### config.mk
export PLATFORM = sky130hd
export DESIGN_NAME = branch_predictor
export DESIGN_NICKNAME = d
export VERILOG_FILES = /design/src/rtl/branch_predictor_pkg.sv /design/src/rtl/branch_predictor_sat_counter2.sv /design/src/rtl/branch_predictor.sv
export SDC_FILE = /design/constraint.sdc
export NUM_CORES = 2
export LEC_CHECK = 0
export BUFFER_PORTS_ARGS = -buffer_cell sky130_fd_sc_hd__buf_2
export CAP_MARGIN = 20
export CORE_UTILIZATION = 56
export CTS_CLUSTER_DIAMETER = 200
export DETAILED_ROUTE_END_ITERATION = 6
export GPL_TIMING_DRIVEN = 1
export PLACE_DENSITY_LB_ADDON = 0.12
export SLEW_MARGIN = 0
export SYNTH_ARGS = -nofsm -noshare
export SYNTH_HDL_FRONTEND = slang
export SYNTH_HIERARCHICAL = 1
export SYNTH_SLANG_ARGS = --single-unit
### constraint.sdc
create_clock -name clk -period 9.2 [get_ports clk]
set_input_delay 1.38 -clock clk [delete_from_list [all_inputs] [get_ports clk]]
set_output_delay 1.38 -clock clk [all_outputs]
set_load 0.02 [all_outputs]
### src/rtl/branch_predictor_pkg.sv
// Shared constants for the branch predictor: 2-bit history counter states,
// reset/allocate values and the branch-type encoding used to derive ex_is_br.
package branch_predictor_pkg;

  typedef enum logic [1:0] {
    SNT = 2'b00,
    WNT = 2'b01,
    WT  = 2'b10,
    ST  = 2'b11
  } bht_state_t;

  localparam logic [1:0] BHT_RST   = WNT;
  localparam logic [1:0] BHT_ALLOC = WT;

  // br_type encoding shared with the datapath; anything else is a conditional branch
  localparam logic [2:0] NOBRANCH = 3'd0;

  function automatic logic is_branch(input logic [2:0] br_type);
    return (br_type != NOBRANCH);
  endfunction

endpackage

### src/rtl/branch_predictor_sat_counter2.sv
// 2-bit saturating branch history counter: pure combinational next-state logic.
module sat_counter2
  import branch_predictor_pkg::*;
(
  input  logic [1:0] cnt,
  input  logic       taken,
  output logic [1:0] cnt_next
);

  // saturating step toward ST on taken, toward SNT on not-taken
  always_comb begin
    cnt_next = cnt;
    if (taken) begin
      case (cnt)
        SNT:     cnt_next = WNT;
        WNT:     cnt_next = WT;
        WT:      cnt_next = ST;
        ST:      cnt_next = ST;
        default: cnt_next = cnt;
      endcase
    end else begin
      case (cnt)
        SNT:     cnt_next = SNT;
        WNT:     cnt_next = SNT;
        WT:      cnt_next = WNT;
        ST:      cnt_next = WT;
        default: cnt_next = cnt;
      endcase
    end
  end

endmodule

### src/rtl/branch_predictor.sv
// Direct-mapped BTB with per-entry 2-bit history counter, EX-stage resolve,
// mispredict/redirect generation and saturating branch statistics.
module branch_predictor
  import branch_predictor_pkg::*;
#(
  parameter int ENTRY_BITS = 6
) (
  input  logic        clk,
  input  logic        rst_n,
  input  logic [31:0] if_pc,
  output logic        pred_taken,
  output logic [31:0] pred_target,
  input  logic        ex_valid,
  input  logic        ex_is_br,
  input  logic [31:0] ex_pc,
  input  logic        ex_br,
  input  logic [31:0] ex_target,
  input  logic        ex_pred_taken,
  input  logic [31:0] ex_pred_target,
  output logic        mispredict,
  output logic [31:0] redirect_pc,
  output logic [31:0] br_count,
  output logic [31:0] miss_count
);

  localparam int ENTRIES = 1 << ENTRY_BITS;
  localparam int TAG_W   = 30 - ENTRY_BITS;

  logic              valid_r  [ENTRIES];
  logic [TAG_W-1:0]  tag_r    [ENTRIES];
  logic [31:0]       target_r [ENTRIES];
  logic [1:0]        cnt_r    [ENTRIES];
  logic [31:0]       br_count_r;
  logic [31:0]       miss_count_r;

  logic [ENTRY_BITS-1:0] if_idx_s;
  logic [ENTRY_BITS-1:0] ex_idx_s;
  logic [TAG_W-1:0]      if_tag_s;
  logic [TAG_W-1:0]      ex_tag_s;
  logic                  if_hit_s;
  logic                  ex_hit_s;
  logic                  resolve_s;
  logic [1:0]            cnt_next_s;
  logic                  unused_if_pc_bits_s;

  assign if_idx_s            = if_pc[ENTRY_BITS+1:2];
  assign if_tag_s            = if_pc[31:ENTRY_BITS+2];
  assign ex_idx_s            = ex_pc[ENTRY_BITS+1:2];
  assign ex_tag_s            = ex_pc[31:ENTRY_BITS+2];
  assign resolve_s           = ex_valid && ex_is_br;
  assign unused_if_pc_bits_s = ^if_pc[1:0];

  sat_counter2 u_sat_counter2 (
    .cnt      (cnt_r[ex_idx_s]),
    .taken    (ex_br),
    .cnt_next (cnt_next_s)
  );

  // fetch-side lookup; reads pre-update table contents (no bypass)
  always_comb begin
    if_hit_s    = valid_r[if_idx_s] && (tag_r[if_idx_s] == if_tag_s);
    pred_taken  = if_hit_s && cnt_r[if_idx_s][1];
    pred_target = 32'd0;
    if (pred_taken) begin
      pred_target = target_r[if_idx_s];
    end else begin
      pred_target = 32'd0;
    end
  end

  // resolve: compare actual outcome against the prediction carried down the pipe
  always_comb begin
    ex_hit_s    = valid_r[ex_idx_s] && (tag_r[ex_idx_s] == ex_tag_s);
    mispredict  = 1'b0;
    redirect_pc = ex_pc + 32'd4;
    if (resolve_s) begin
      mispredict = (ex_br != ex_pred_taken) ||
                   (ex_br && ex_pred_taken && (ex_pred_target != ex_target));
      if (ex_br) begin
        redirect_pc = ex_target;
      end else begin
        redirect_pc = ex_pc + 32'd4;
      end
    end else begin
      mispredict = 1'b0;
    end
  end

  // valid/counter arrays: reset clears the table, resolve trains or allocates
  always_ff @(posedge clk) begin
    if (!rst_n) begin
      for (int i = 0; i < ENTRIES; i++) begin
        valid_r[i] <= 1'b0;
        cnt_r[i]   <= BHT_RST;
      end
    end else if (resolve_s) begin
      if (ex_hit_s) begin
        cnt_r[ex_idx_s] <= cnt_next_s;
      end else if (ex_br) begin
        valid_r[ex_idx_s] <= 1'b1;
        cnt_r[ex_idx_s]   <= BHT_ALLOC;
      end
    end
  end

  // tag/target arrays carry no reset; a taken resolve always (re)writes both,
  // which on a hit simply rewrites the same tag
  always_ff @(posedge clk) begin
    if (rst_n && resolve_s && ex_br) begin
      tag_r[ex_idx_s]    <= ex_tag_s;
      target_r[ex_idx_s] <= ex_target;
    end
  end

  // saturating statistics counters
  always_ff @(posedge clk) begin
    if (!rst_n) begin
      br_count_r   <= 32'd0;
      miss_count_r <= 32'd0;
    end else if (resolve_s) begin
      if (br_count_r != 32'hFFFF_FFFF) begin
        br_count_r <= br_count_r + 32'd1;
      end
      if (mispredict && (miss_count_r != 32'hFFFF_FFFF)) begin
        miss_count_r <= miss_count_r + 32'd1;
      end
    end
  end

  assign br_count   = br_count_r;
  assign miss_count = miss_count_r;

endmodule

==> flow_summary.yaml <==
logic_synthesis:
  syn_area_per_cell_sq_um: 19.8
  ys.flop_type: "edfxtp_1"
  yosysSeqAreaShare: 0.701
  synth_edf_count: 3712
  synth_area_sq_mm: 0.163
  yosysMostFrequentCell: "edfxtp_1"
  synth.top_cells.by_count: "edfxtp_1, mux4_2, mux2i_1"
  synth_fp_nets: 8345
  synth_top_area_frac: 0.685
  yosysUniqueCellTypes: 83
  synthTopCellsByArea: "edfxtp_1, mux4_2, mux2i_1"
  synth-async-reset-ratio: 0
  syn_inst: 8207
  ys_seq_elements: 3840
  synth_top_area_cell: "edfxtp_1"
  yosysWarnings: 6
placed_design:
  placed_area_sq_mm: 0.170
  port_buffers: 261
  gp_congestion: 0.900
  hpwl_microns: 298000
global_routing:
  grt_start_max_net_pins: 149
  grt.overflow.total: 0
  track_usage: 0.369
  grt_pass1_wl_microns: 741000
  grt_pass1_vias: 92720
  antenna_found_initial: 27
detailed_routing:
  postRouteAntennaNets: 0
  wire_per_inst_microns: 42.3
  drt_iter0_drc: 16201
  wl_met3_microns: 71900
  drt-vias-per-instance: 7.43
  met1Wirelength_microns: 191000
  routed_wl_microns: 542000
  dr.pass1.iters: 6
  met2_length_microns: 243000
  num_vias: 95277
  top_layer_used: "met5"
  remaining_drc_errors: 0
clocking:
  htreeDepth: 5
  cts_tree: "built"
  cts.sinks: 3840
  clk_pin_slew_worst_paths_ns: 0.06
  cts_hold_buf: 0
  cts_resized: 0
  postCtsSetupRepairBufs: 0
  insertion_delay_ns: 0.99
  clock_path_buffers: 4
  root_buffer: "clkbuf_16"
  cts_buffers: 393
floorplanning:
  design.core.area_sq_mm: 0.289
  rows: 197
  initial_core_util: 0.564
  ios: 264
  die_h_microns: 541
  die_w_microns: 541
  design.die.area_sq_mm: 0.293
pwr:
  vdd_drop_max_uv: 161
  pwr_density_cell_mw_per_mm2: 205
  power_leakage_nw: 58.0
timing:
  clock_skew_ns: 0.0408
  finalHoldViolCount: 0
  period_share: 0.893
  relSlewSlack: 0.139
  clock.fmax_mhz: 122
  rsz0062_at_grt: "no"
  period_needed_ns: 8.22
  tightest_slew_ns: 1.29
  drv_slew: 0
  tns_ns: 0
  setup_violations: 0
cells_and_area:
  final_nets: 8754
  ff_latch_area_sq_mm: 0.114
  syn_to_final_growth_pct: 12.6
  final_layout_size_suffix_gt1_frac: 0.295
  final_area_sq_mm: 0.183
  fill_cells: 19604
  multi_input_area_sq_mm: 0.0467
status:
  run_status: "complete, no violations"
worst_setup_path:
  cp.arrival_ns: 6.84
  crit_chain: "buf_12, buf_4, buf_4, mux4_2, mux4_2, mux4_2, xor2_1, nor4_1, buf_2, buf_4, nand4_1, buf_12, a211oi_1, buf_2"
  worstSetupPathType: "in -> out"
  crit_fanout: 69
  critPathLaunchType: "input pin"
  worstPathRequired_ns: 7.82
  cp_num_buf_inv: 7
  cpLargestDelayFamily: "buffers and inverters"
  slowest_stage: "buf_4"
  cpPeakStageDelay_ns: 0.63
  cp-end-kind: "output pin"
job:
  maxCapViolCount: 0
hold_path:
  hold_class: "reg -> reg"
per-stage QoR:
| stage | worst slack [ns] | std cells | hold WS [ns] | total power, mW | util |
|---|---|---|---|---|---|
| 2_1_floorplan | 2.45 | 8207 | 0.464 | 21.0 | - |
| 3_5_place_dp | 1.06 | 12096 | 0.492 | 22.0 | 0.591 |
| 3_3_place_gp | 0.376 | 12091 | 0.481 | 22.0 | 0.590 |
| 5_1_grt | 0.829 | 12821 | 0.522 | 38.3 | 0.635 |
| 4_1_cts | 1.03 | 12810 | 0.507 | 37.5 | 0.634 |
| 6_report | 0.981 | 12826 | 0.506 | 37.5 | 0.635 |
worst register-to-register path, delay by kind of cell (launching register included):
family | cells | cell delay (ns)
flops | 1 | 0.39
buf+inv | 1 | 0.46
compound gates | 4 | 1.01
simple gates | 4 | 2.74
xor+xnor | 1 | 0.35
flip-flops by register name, summed over array words and instances, names as in the netlist:
name        cells
tag_r        1536
target_r     2048
valid_r        64
cnt_r         128
miss_count     32
br_count       32
cells in the final DEF (no fill, tap or decap), drive strengths merged, types with 11 or more instances in the layout:
| cell type | netlist | layout |
|---|---|---|
| edfxtp | 3712 | 3712 |
| mux4 | 1233 | 1233 |
| buf | 275 | 621 |
| clkbuf | 334 | 515 |
| mux2i | 368 | 368 |
| nand2 | 231 | 231 |
| o21ai | 196 | 196 |
| a21oi | 173 | 173 |
| o22ai | 162 | 162 |
| clkinv | 0 | 149 |
| dfxtp | 128 | 128 |
| a221o | 125 | 125 |
| a221oi | 122 | 122 |
| nor2 | 112 | 112 |
| a22oi | 101 | 101 |
| xnor2 | 90 | 90 |
| a22o | 76 | 76 |
| xor2 | 73 | 73 |
| nand3 | 72 | 72 |
| and2 | 71 | 71 |
| o21bai | 63 | 63 |
| mux2 | 62 | 62 |
| nor2b | 60 | 60 |
| a211oi | 38 | 38 |
| nand4 | 37 | 37 |
| bufinv | 0 | 32 |
| nor4 | 30 | 30 |
| o22a | 28 | 28 |
| inv | 16 | 28 |
| and3 | 27 | 27 |
| a31oi | 18 | 18 |
| o221ai | 14 | 14 |
| o211ai | 12 | 12 |
| nor3 | 12 | 12 |
| nand2b | 12 | 12 |
| diode | 0 | 11 |
| and4 | 11 | 11 |
| nor3b | 11 | 11 |
power by group:
part           switching, mW  total, mW  internal [mW]
registers             0.0237       19.2           19.2
clock network           6.80       15.8           9.03
logic                   1.53       2.45          0.919
final timing paths:
check        slack (ns)          start  cells past startpoint             end
max reg2reg        3.95  tag_r[11][19]                     10     cnt_r[8][0]
min reg2reg        0.51     valid_r[4]                      1      valid_r[4]
min                0.51     valid_r[4]                      1      valid_r[4]
max                0.98       if_pc[2]                     14  pred_target[0]
cells by family after synthesis:
kind of cell    count (synthesis)  share of synthesized area
fa+ha+maj                       6                   0.000446
compound gates               1190                     0.0535
simple gates                  720                     0.0227
flops                        3840                      0.701
mux                          1663                      0.198
buf+inv                       625                     0.0165
xor+xnor                      163                    0.00877
layer usage:
layer | vias up | GRT usage
met5 | - | 0
met3 | 1571 | 0.0953
met4 | 14 | 0.209
li1 | 35856 | -
met1 | 50147 | 0.502
met2 | 7689 | 0.548
cell type report:
cell class                      instances  share of cell area
Sequential cell                      3840               0.622
Clock buffer                          513              0.0579
Tap cell                             3880              0.0265
Antenna cell                           11            0.000150
Clock inverter                        201              0.0111
Timing Repair Buffer                  623              0.0268
Multi-Input combinational cell       3742               0.255
Inverter                               16            0.000348
No activity file was read; power rests on OpenSTA's default activity.
